[src/rtl/pool_writer_pkg.sv]
// Shared types and default widths for the pool_writer block.
// Holds the FSM state encoding, the pooling mode and the parameter defaults.
package pool_writer_pkg;

  localparam int DEFAULT_DATA_WIDTH = 16;
  localparam int DEFAULT_ADDR_WIDTH = 10;
  localparam int DEFAULT_ROW_PIXELS = 8;
  localparam int DEFAULT_BASE_ADDR  = 0;

  typedef enum logic [1:0] {
    ST_IDLE  = 2'd0,
    ST_RUN   = 2'd1,
    ST_FLUSH = 2'd2
  } state_t;

  typedef enum logic {
    MODE_PASS = 1'b0,
    MODE_POOL = 1'b1
  } mode_t;

endpackage

[src/rtl/pool_writer_max2.sv]
// Combinational signed maximum of two operands.
// Used for both the horizontal pair compare and the vertical window compare.
module pool_max2
  import pool_writer_pkg::*;
#(
  parameter int DATA_WIDTH = DEFAULT_DATA_WIDTH
) (
  input  logic signed [DATA_WIDTH-1:0] a,
  input  logic signed [DATA_WIDTH-1:0] b,
  output logic signed [DATA_WIDTH-1:0] y
);

  assign y = (a > b) ? a : b;

endmodule

[src/rtl/pool_writer.sv]
// Writes a convolution output stream into RAM, either unchanged or 2x2 max-pooled.
// Even rows fill a half-row line buffer with pair maxima; odd rows complete each window.
module pool_writer
  import pool_writer_pkg::*;
#(
  parameter int DATA_WIDTH = DEFAULT_DATA_WIDTH,
  parameter int ADDR_WIDTH = DEFAULT_ADDR_WIDTH,
  parameter int ROW_PIXELS = DEFAULT_ROW_PIXELS,
  parameter int BASE_ADDR  = DEFAULT_BASE_ADDR
) (
  input  logic                         clock,
  input  logic                         reset,
  input  logic                         conv_start,
  input  logic                         conv_done,
  input  logic                         pool_en,
  input  logic                         pix_valid,
  input  logic signed [DATA_WIDTH-1:0] pix_data,
  output logic                         wr_en,
  output logic        [ADDR_WIDTH-1:0] wr_addr,
  output logic signed [DATA_WIDTH-1:0] wr_data,
  output logic                         busy,
  output logic                         frame_done,
  output logic                         overflow
);

  localparam int HALF  = ROW_PIXELS / 2;
  localparam int COL_W = (ROW_PIXELS > 2) ? $clog2(ROW_PIXELS) : 1;
  localparam int K_W   = (HALF > 1) ? $clog2(HALF) : 1;
  localparam logic [COL_W-1:0]      LAST_COL = COL_W'(ROW_PIXELS - 1);
  localparam logic [ADDR_WIDTH-1:0] BASE     = ADDR_WIDTH'(BASE_ADDR);

  state_t                         state;
  mode_t                          mode;
  logic        [COL_W-1:0]        col;
  logic                           odd_row;
  logic signed [DATA_WIDTH-1:0]   first_pix;
  logic signed [DATA_WIDTH-1:0]   line_buf [HALF];

  logic                           accept;
  logic                           lb_we;
  logic        [K_W-1:0]          k;
  logic signed [DATA_WIDTH-1:0]   pair_max;
  logic signed [DATA_WIDTH-1:0]   vert_max;

  // A restart takes priority over any pixel presented in the same cycle.
  assign accept = (state == ST_RUN) && pix_valid && !conv_start;
  assign k      = K_W'(col >> 1);
  assign lb_we  = accept && (mode == MODE_POOL) && col[0] && !odd_row;

  pool_max2 #(.DATA_WIDTH(DATA_WIDTH)) u_pair (
    .a (first_pix),
    .b (pix_data),
    .y (pair_max)
  );

  pool_max2 #(.DATA_WIDTH(DATA_WIDTH)) u_vert (
    .a (pair_max),
    .b (line_buf[k]),
    .y (vert_max)
  );

  always_ff @(posedge clock) begin
    if (lb_we) line_buf[k] <= pair_max;
  end

  always_ff @(posedge clock) begin
    if (reset) begin
      state      <= ST_IDLE;
      mode       <= MODE_PASS;
      col        <= '0;
      odd_row    <= 1'b0;
      first_pix  <= '0;
      wr_en      <= 1'b0;
      wr_addr    <= BASE;
      wr_data    <= '0;
      busy       <= 1'b0;
      frame_done <= 1'b0;
      overflow   <= 1'b0;
    end else begin
      wr_en      <= 1'b0;
      frame_done <= 1'b0;
      // wr_addr names the current write; it steps once that write has been presented.
      if (wr_en) begin
        wr_addr <= wr_addr + ADDR_WIDTH'(1);
        if (&wr_addr) overflow <= 1'b1;
      end
      if (conv_start) begin
        state    <= ST_RUN;
        busy     <= 1'b1;
        mode     <= mode_t'(pool_en);
        wr_addr  <= BASE;
        col      <= '0;
        odd_row  <= 1'b0;
        overflow <= 1'b0;
      end else begin
        case (state)
          ST_RUN: begin
            if (pix_valid) begin
              if (mode == MODE_PASS) begin
                wr_en   <= 1'b1;
                wr_data <= pix_data;
              end else begin
                if (!col[0]) begin
                  first_pix <= pix_data;
                end else if (odd_row) begin
                  wr_en   <= 1'b1;
                  wr_data <= vert_max;
                end
                if (col == LAST_COL) begin
                  col     <= '0;
                  odd_row <= ~odd_row;
                end else begin
                  col <= col + COL_W'(1);
                end
              end
            end
            if (conv_done) state <= ST_FLUSH;
          end
          ST_FLUSH: begin
            state      <= ST_IDLE;
            busy       <= 1'b0;
            frame_done <= 1'b1;
          end
          default: ;
        endcase
      end
    end
  end

endmodule

[config.mk]
export PLATFORM = sky130hd
export DESIGN_NAME = pool_writer
export DESIGN_NICKNAME = d
export VERILOG_FILES = /design/src/rtl/pool_writer_pkg.sv /design/src/rtl/pool_writer_max2.sv /design/src/rtl/pool_writer.sv
export SDC_FILE = /design/constraint.sdc
export NUM_CORES = 1
export LEC_CHECK = 0
export CORE_ASPECT_RATIO = 1.1
export CORE_MARGIN = 3
export CORE_UTILIZATION = 58
export CTS_BUF_LIST = sky130_fd_sc_hd__clkbuf_4 sky130_fd_sc_hd__clkbuf_8 sky130_fd_sc_hd__clkbuf_16
export DETAILED_ROUTE_END_ITERATION = 16
export GPL_TIMING_DRIVEN = 0
export PLACE_DENSITY = 0.77
export SLEW_MARGIN = 20
export SYNTH_ARGS = -nofsm -noshare
export SYNTH_HDL_FRONTEND = slang
export SYNTH_SLANG_ARGS = --single-unit
[constraint.sdc]
create_clock -name clock -period 5.73 [get_ports clock]
set_input_delay 0.573 -clock clock [delete_from_list [all_inputs] [get_ports clock]]
set_output_delay 0.573 -clock clock [all_outputs]
set_load 0.01 [all_outputs]
# --- Yosys cells after proc, flatten, opt, wreduce, memory -nomap -nowiden ---
# Memories as Yosys holds them, arrays and structs flattened. A register that Yosys moved wholly into a read port is not among the register bits.
# Cells that the tools add are included.
op_classes:
  add_sub_neg: 2
  n_lt_le_gt_ge: 2
  n_eq_ne: 7
  muxes: 19
  n_bitwise: 5
  reduce_logical: 19
op_table:
  columns: ["cell", "n"]
  rows:
  - ["16-bit 2-to-1 mux", 5]
  - ["16-bit greater-than comparator", 2]
  - ["11-bit AND reduction", 1]
  - ["10-bit by 1-bit adder with 10-bit output, second input constant", 1]
  - ["5-bit AND reduction", 2]
  - ["1-bit 2-to-1 mux", 9]
  - ["2-bit 2-to-1 mux", 3]
  - ["1-bit logical AND", 5]
  - ["1-bit inverter", 5]
  - ["2-bit by 1-bit != test with 1-bit output, second input constant", 2]
  - ["2-bit one-hot mux with 2 select lines", 1]
  - ["2-bit AND reduction", 2]
  - ["4-bit AND reduction", 1]
  - ["2-bit nonzero test", 2]
  - ["4-bit OR reduction", 1]
  - ["3-bit by 1-bit adder with 3-bit output, second input constant", 1]
  - ["3-bit == test, second input constant", 1]
  - ["3-bit 2-to-1 mux", 1]
  - ["3-bit != test, second input constant", 1]
  - ["3-bit AND reduction", 1]
  - ["3-bit nonzero test", 1]
  - ["2-bit by 1-bit == test with 1-bit output, second input constant", 1]
  - ["2-bit == test, second input constant", 1]
  - ["1-bit zero test", 2]
  - ["other kinds (2)", 2]
word_totals:
  ff_bits: 53
  mem_bits_rw: 64
  inputBits: 22
  output_inout_bits: 30
  word_cells: 67
  n_memories: 1
mem_list:
  columns: ["name", "depth", "word_bits", "read_ports", "rd_clocked_by_memory_dff", "write_ports", "line", "rtl"]
  rows:
  - ["line_buf", 4, 16, 1, 1, 1, "pool_writer.sv:37", "logic signed [DATA_WIDTH-1:0] line_buf [HALF];"]

# --- Longest topological paths before layout ---
logic_depth:
  ltp_word: 8
  ltp_mapped: 22
  ltp_nobuf: 17

# --- Hierarchy ---
# From an unflattened synthesis, not the netlist that was laid out.
hier_totals:
  hier_cells: 488
  hier_area_um2: 6075.8
modules_own_cells:
  columns: ["mod", "instances", "cells_per_inst", "area_per_inst_um2", "seq_area_each_um2"]
  rows:
  - ["pool_writer", 1, 334, 4767.1, 3022.9]
  - ["pool_max2 (u_vert)", 1, 78, 686.9, 0.0]
  - ["pool_max2 (u_pair)", 1, 76, 621.8, 0.0]

# --- Least setup slack after synthesis ---
# No wires, ideal clock.
synth_path:
  path_type: "input port to flip-flop"
  from: "in pix_data[15]"
  to: "reg wr_data[5]"
  setup_time_ns: 0.070
  arrival_time_ns: 4.755
  required_time_ns: 5.660
  setup_slack_ns: 0.905
  path_stages: 21
  path_buffers: 5
  cell_sequence: "inv_1 > ha_1 > nand4_1 > or2_2 > a211o_1 > clkbuf_1 > nand3_1 > nand2_1 > buf_2 > clkbuf_1 > o21ai_0 > ha_1 > and4_1 > a21oi_1 > o21ai_0 > o31a_1 > or3_1 > clkbuf_1 > clkbuf_1 > a211o_1 > a21oi_1"
synth_between:
  elab_chain_cells: 7
synth_lines:
  columns: ["element", "line", "rtl"]
  rows:
  - ["start, declared", "pool_writer.sv:17", "input logic signed [DATA_WIDTH-1:0] pix_data,"]
  - ["16-bit greater-than comparator", "pool_writer_max2.sv:13", "assign y = (a > b) ? a : b;"]
  - ["16-bit 2-to-1 mux", "pool_writer_max2.sv:13", null]
  - ["net pair_max[14]", "pool_writer.sv:42", "logic signed [DATA_WIDTH-1:0] pair_max;"]
  - ["16-bit greater-than comparator", "pool_writer_max2.sv:13", null]
  - ["16-bit 2-to-1 mux", "pool_writer_max2.sv:13", null]
  - ["16-bit 2-to-1 mux", "pool_writer.sv:105", "end else if (odd_row) begin"]
  - ["16-bit 2-to-1 mux", "pool_writer.sv:103", "if (!col[0]) begin"]
  - ["16-bit 2-to-1 mux", "pool_writer.sv:99", "if (mode == MODE_PASS) begin"]
  - ["end signal, assigned", "pool_writer.sv:101", "wr_data <= pix_data;"]
  - ["end signal, assigned", "pool_writer.sv:107", "wr_data <= vert_max;"]
  - ["end, declared", "pool_writer.sv:20", "output logic signed [DATA_WIDTH-1:0] wr_data,"]
# The timed path passes the listed nets, and every way through them passes these cells. The select of a mux whose other input is x is not followed.
# A chain may end at the register's enable or synchronous reset.

# --- Worst setup path in the final report ---
layout_path:
  from: "in pix_data[15]"
  to: "reg wr_data[6]"
# Same word-level chain as after synthesis.

==> results.md <==
* Adder-Cell Fraction of Synth Area at 7.48%
* Hold Crit Class: reg2reg
* Most used cell along the critical path: nand2_1
* R2r setup slk at 0.55 ns
* MaxCap Viol Count at 0
* Crit Path Category: in2reg
* Clock transition at path regs at 0.06 ns
* Slew HR at 40.5%
* Setup-failing EPs final at 0
* R2R Path Start: first_pix[15]$_SDFFE_PP0P_
* Critical path startpoint category: input pin
* Largest family of logic cells by synthesized area: compound AO/OA/AOI/OAI gates
* Skew-Pair Late Insertion Delay at 0.53 ns
* Vias per cell at 6.11
* Placed cell area at 6530 um2
* Xor and xnor area share after synthesis at 1.35%
* Final setup skew at 0.00656 ns
* Layout cell share with drive strength beyond 1 at 11.3%
* Cell Area, Synth at 5850 um2
* Async set-or-reset flop fraction in the synthesized netlist at 0%
* Die W at 102 um
* Final wirelength at 14.9 mm
* Vias at 4674
* Antenna violations before repair at 0
* CP max stage cell: clkdlybuf4s50_1
* Max clock buf depth at 2
* Multiplexer share of the synthesized area at 6.67%
* Ports at 52
* FF-to-FF End: wr_data[6]$_SDFFE_PP0P_
* Die H at 111 um
* Worst slew pin tran at 0.893 ns
* Worst setup path end: wr_data[6]$_SDFFE_PP0P_
* H-tree levels at 4
* Antenna cells at 0
* First-pass GRT wire length at 24.2 mm
* Row count at 37
* Yosys cell types at 45
* Total number of yosys warnings at 0
* GRT overflow at 0
* Reg2reg path depth at 21
* CP cell instances: clkdlybuf4s50_1 -> inv_1 -> ha_1 -> nand4_1 -> or2_2 -> a211o_1 -> clkbuf_2 -> nand3_1 -> nand2_1 -> clkbuf_4 -> clkbuf_4 -> nand2_1 -> nand2_1 -> ha_1 -> and4_1 -> a21oi_1 -> o21ai_0 -> o31a_1 -> or4_1 -> clkbuf_2 -> buf_6 -> a221oi_2 -> a211oi_1
* Nets@finish at 692
* Fin crit period at 5.50 ns
* Gp weighted congestion at 0.943
* WL/cell at 19.5 um
* Drt pass-1 iters at 6
* Total GRT Usage at 28.1%
* Part of the cycle the worst path needs at 96.0%
* Sequential-to-total area share from yosys stat at 51.6%
* Leakage at 2.69 nW
* ANT nets after route at 0
* Iter 0 DRT Violations at 482
* Peak supply drop at 0.183 mV
* Ys flop type: edfxtp_1
* Dominant cell by count in the synthesized netlist: nand2_1
* Critical path origin: pix_data[15]
* Bufs and invs on worst path at 7
* F_max at 0.182 GHz
* Clk sinks at 119
* Post-route cell area at 7120 um2
* Pin count of the biggest net entering global routing at 17
* Area contributors post-synth: edfxtp_1, dfxtp_1, ha_1, mux4_2, nand2_1
* Post-synthesis simple-gate area fraction at 13.9%
* DR DRC count at 0
* Largest fanout on the critical path at 10
* Syn_nets at 621
* Synth top area share at 32.8%
* Root buffer cell: clkbuf_8
* Cell taking the most area after synthesis: edfxtp_1
* EDFF count, synth at 64
* Max-slew violation count at 0
* Synth Area in Compound Gates at 14.5%
* Effective utilization at floorplan at 61.1%
* Worst path depth at 23
* Req. time, crit path at 6.13 ns
* PD cells at 286 nW/um2
* Yosys reg bits at 119
* CP max stage delay at 0.56 ns
* Syn_area_per_cell at 10.4 um2
* Delay-heaviest family, CP: simple AND/OR/NAND/NOR gates
* Status: finished clean
* Hold Buf Count CTS at 0
* Setup bufs post-CTS at 0
* Vias in the first global route at 4755
* Post-DP HPWL at 10.5 mm
* Core footprint at 9580 um2
* Die Area at 11300 um2
* Final Hold Fails at 0
* Synth-to-layout area growth at 21.6%
* Fillers at 689
* Commonest cells in the netlist: nand2_1, edfxtp_1, nor2_1, dfxtp_1, a21oi_1
* Final setup TNS at 0 ns
* Crit end category: flip-flop
* Port bufs at 49
* Mapped Cells at 564
* CTS tree: done
* Worst EP arrival at 5.90 ns
* CTS Buf Count at 17
## cell families after synthesis
group           Yosys count
simple gates            188
compound gates          127
flops                   119
buf+inv                  67
fa+ha+maj                35
mux                      19
xor+xnor                  9
## worst reg2reg max path: cells and delay by family, from the launching register on
kind | cells | cell delay [ns]
and+or+nand+nor | 8 | 1.76
AOI/OAI and AO/OA | 6 | 1.20
adders and majority gates | 2 | 0.74
buffers and inverters | 5 | 1.03
DFF | 1 | 0.35
## final cells by class
type                       instances  area [um2]  share of cell area, %
sequential                       119        3020                   42.4
multi-input combinational        378        2590                   36.4
timing repair buffer              52         520                   7.31
clock buffer                      21         480                   6.75
buffer                            33         150                   2.11
tap                              117         146                   2.06
inverter                          34         128                   1.79
clock inverter                    11        83.8                   1.18
## state kept, by name (all words and copies together) (netlist names), named ones only
signal and cells:
overflow 1, first_pix 16, wr_en 1, odd_row 1, frame_done 1, busy 1, mode 1, wr_addr 10
col 3, wr_data 16, state 2, line_buf 64
## power breakdown
part	leakage, nW	switching [mW]	total (mW)	internal, mW
Clock	0.273	0.398	0.994	0.596
Combinational	1.39	0.0809	0.132	0.0509
Sequential	1.03	0.00565	0.911	0.906
Total	2.69	0.484	2.04	1.55
## cell usage in the layout, fill, tap and decap left out, types with 6 or more instances in the layout
cell and count:
a221oi_1 6, a31oi_1 9, clkbuf_16 17, mux4_2 16, dfxtp_1 55, a211o_1 17
nand3_1 6, a211oi_1 12, xor2_1 7, nor2_1 61, o21ai_0 15, edfxtp_1 64
nand2_1 83, a21oi_1 46, inv_1 34, ha_1 35, clkbuf_1 21, clkdlybuf4s50_1 49
## worst min path at each step
stage,startpoint,to,slack [ns],depth (start not counted)
CTS,busy$_SDFFE_PP0P_,busy$_SDFFE_PP0P_,0.50,2
detailed placement,busy$_SDFFE_PP0P_,busy$_SDFFE_PP0P_,0.48,2
global route,first_pix[11]$_SDFFE_PP0P_,first_pix[11]$_SDFFE_PP0P_,0.53,2
finish,overflow$_SDFFE_PP0P_,overflow$_SDFFE_PP0P_,0.49,2
global placement,overflow$_SDFFE_PP0P_,overflow$_SDFFE_PP0P_,0.46,2
floorplan,state[0]$_SDFFE_PP0P_,state[1]$_SDFFE_PP0P_,0.45,2
## routing by layer
metal  vias up  part of all wire, %  wire length, um  track usage (%)
met4         0                  2.7              398             9.93
met3        45                  6.7              997             6.70
li1       2187                    -                -                -
met2       214                   50             7510             47.0
met1      2228                   40             6030             35.2
met5         -                    0                0                0
## stage by stage
| step | hold WS [ns] | instances | total power, mW | setup slack (ns) | utilization, % |
|---|---|---|---|---|---|
| finish | 0.491 | 765 | 2.04 | 0.230 | 74.3 |
| global route | 0.535 | 765 | 2.10 | -0.00634 | 74.3 |
| CTS | 0.502 | 765 | 2.04 | 0.0494 | 74.1 |
| detailed placement | 0.484 | 733 | 1.05 | -0.698 | 68.1 |
| global placement | 0.456 | 730 | 1.05 | -0.552 | 67.7 |
| floorplan | 0.450 | 564 | 0.999 | 0.905 | - |
## what timing repair did
item                                    in CTS  in global routing
pin swaps                                    0                  0
endpoints found under the setup margin      16                 16
resized for setup                            8                 17
(Power assumes the default switching activity.)
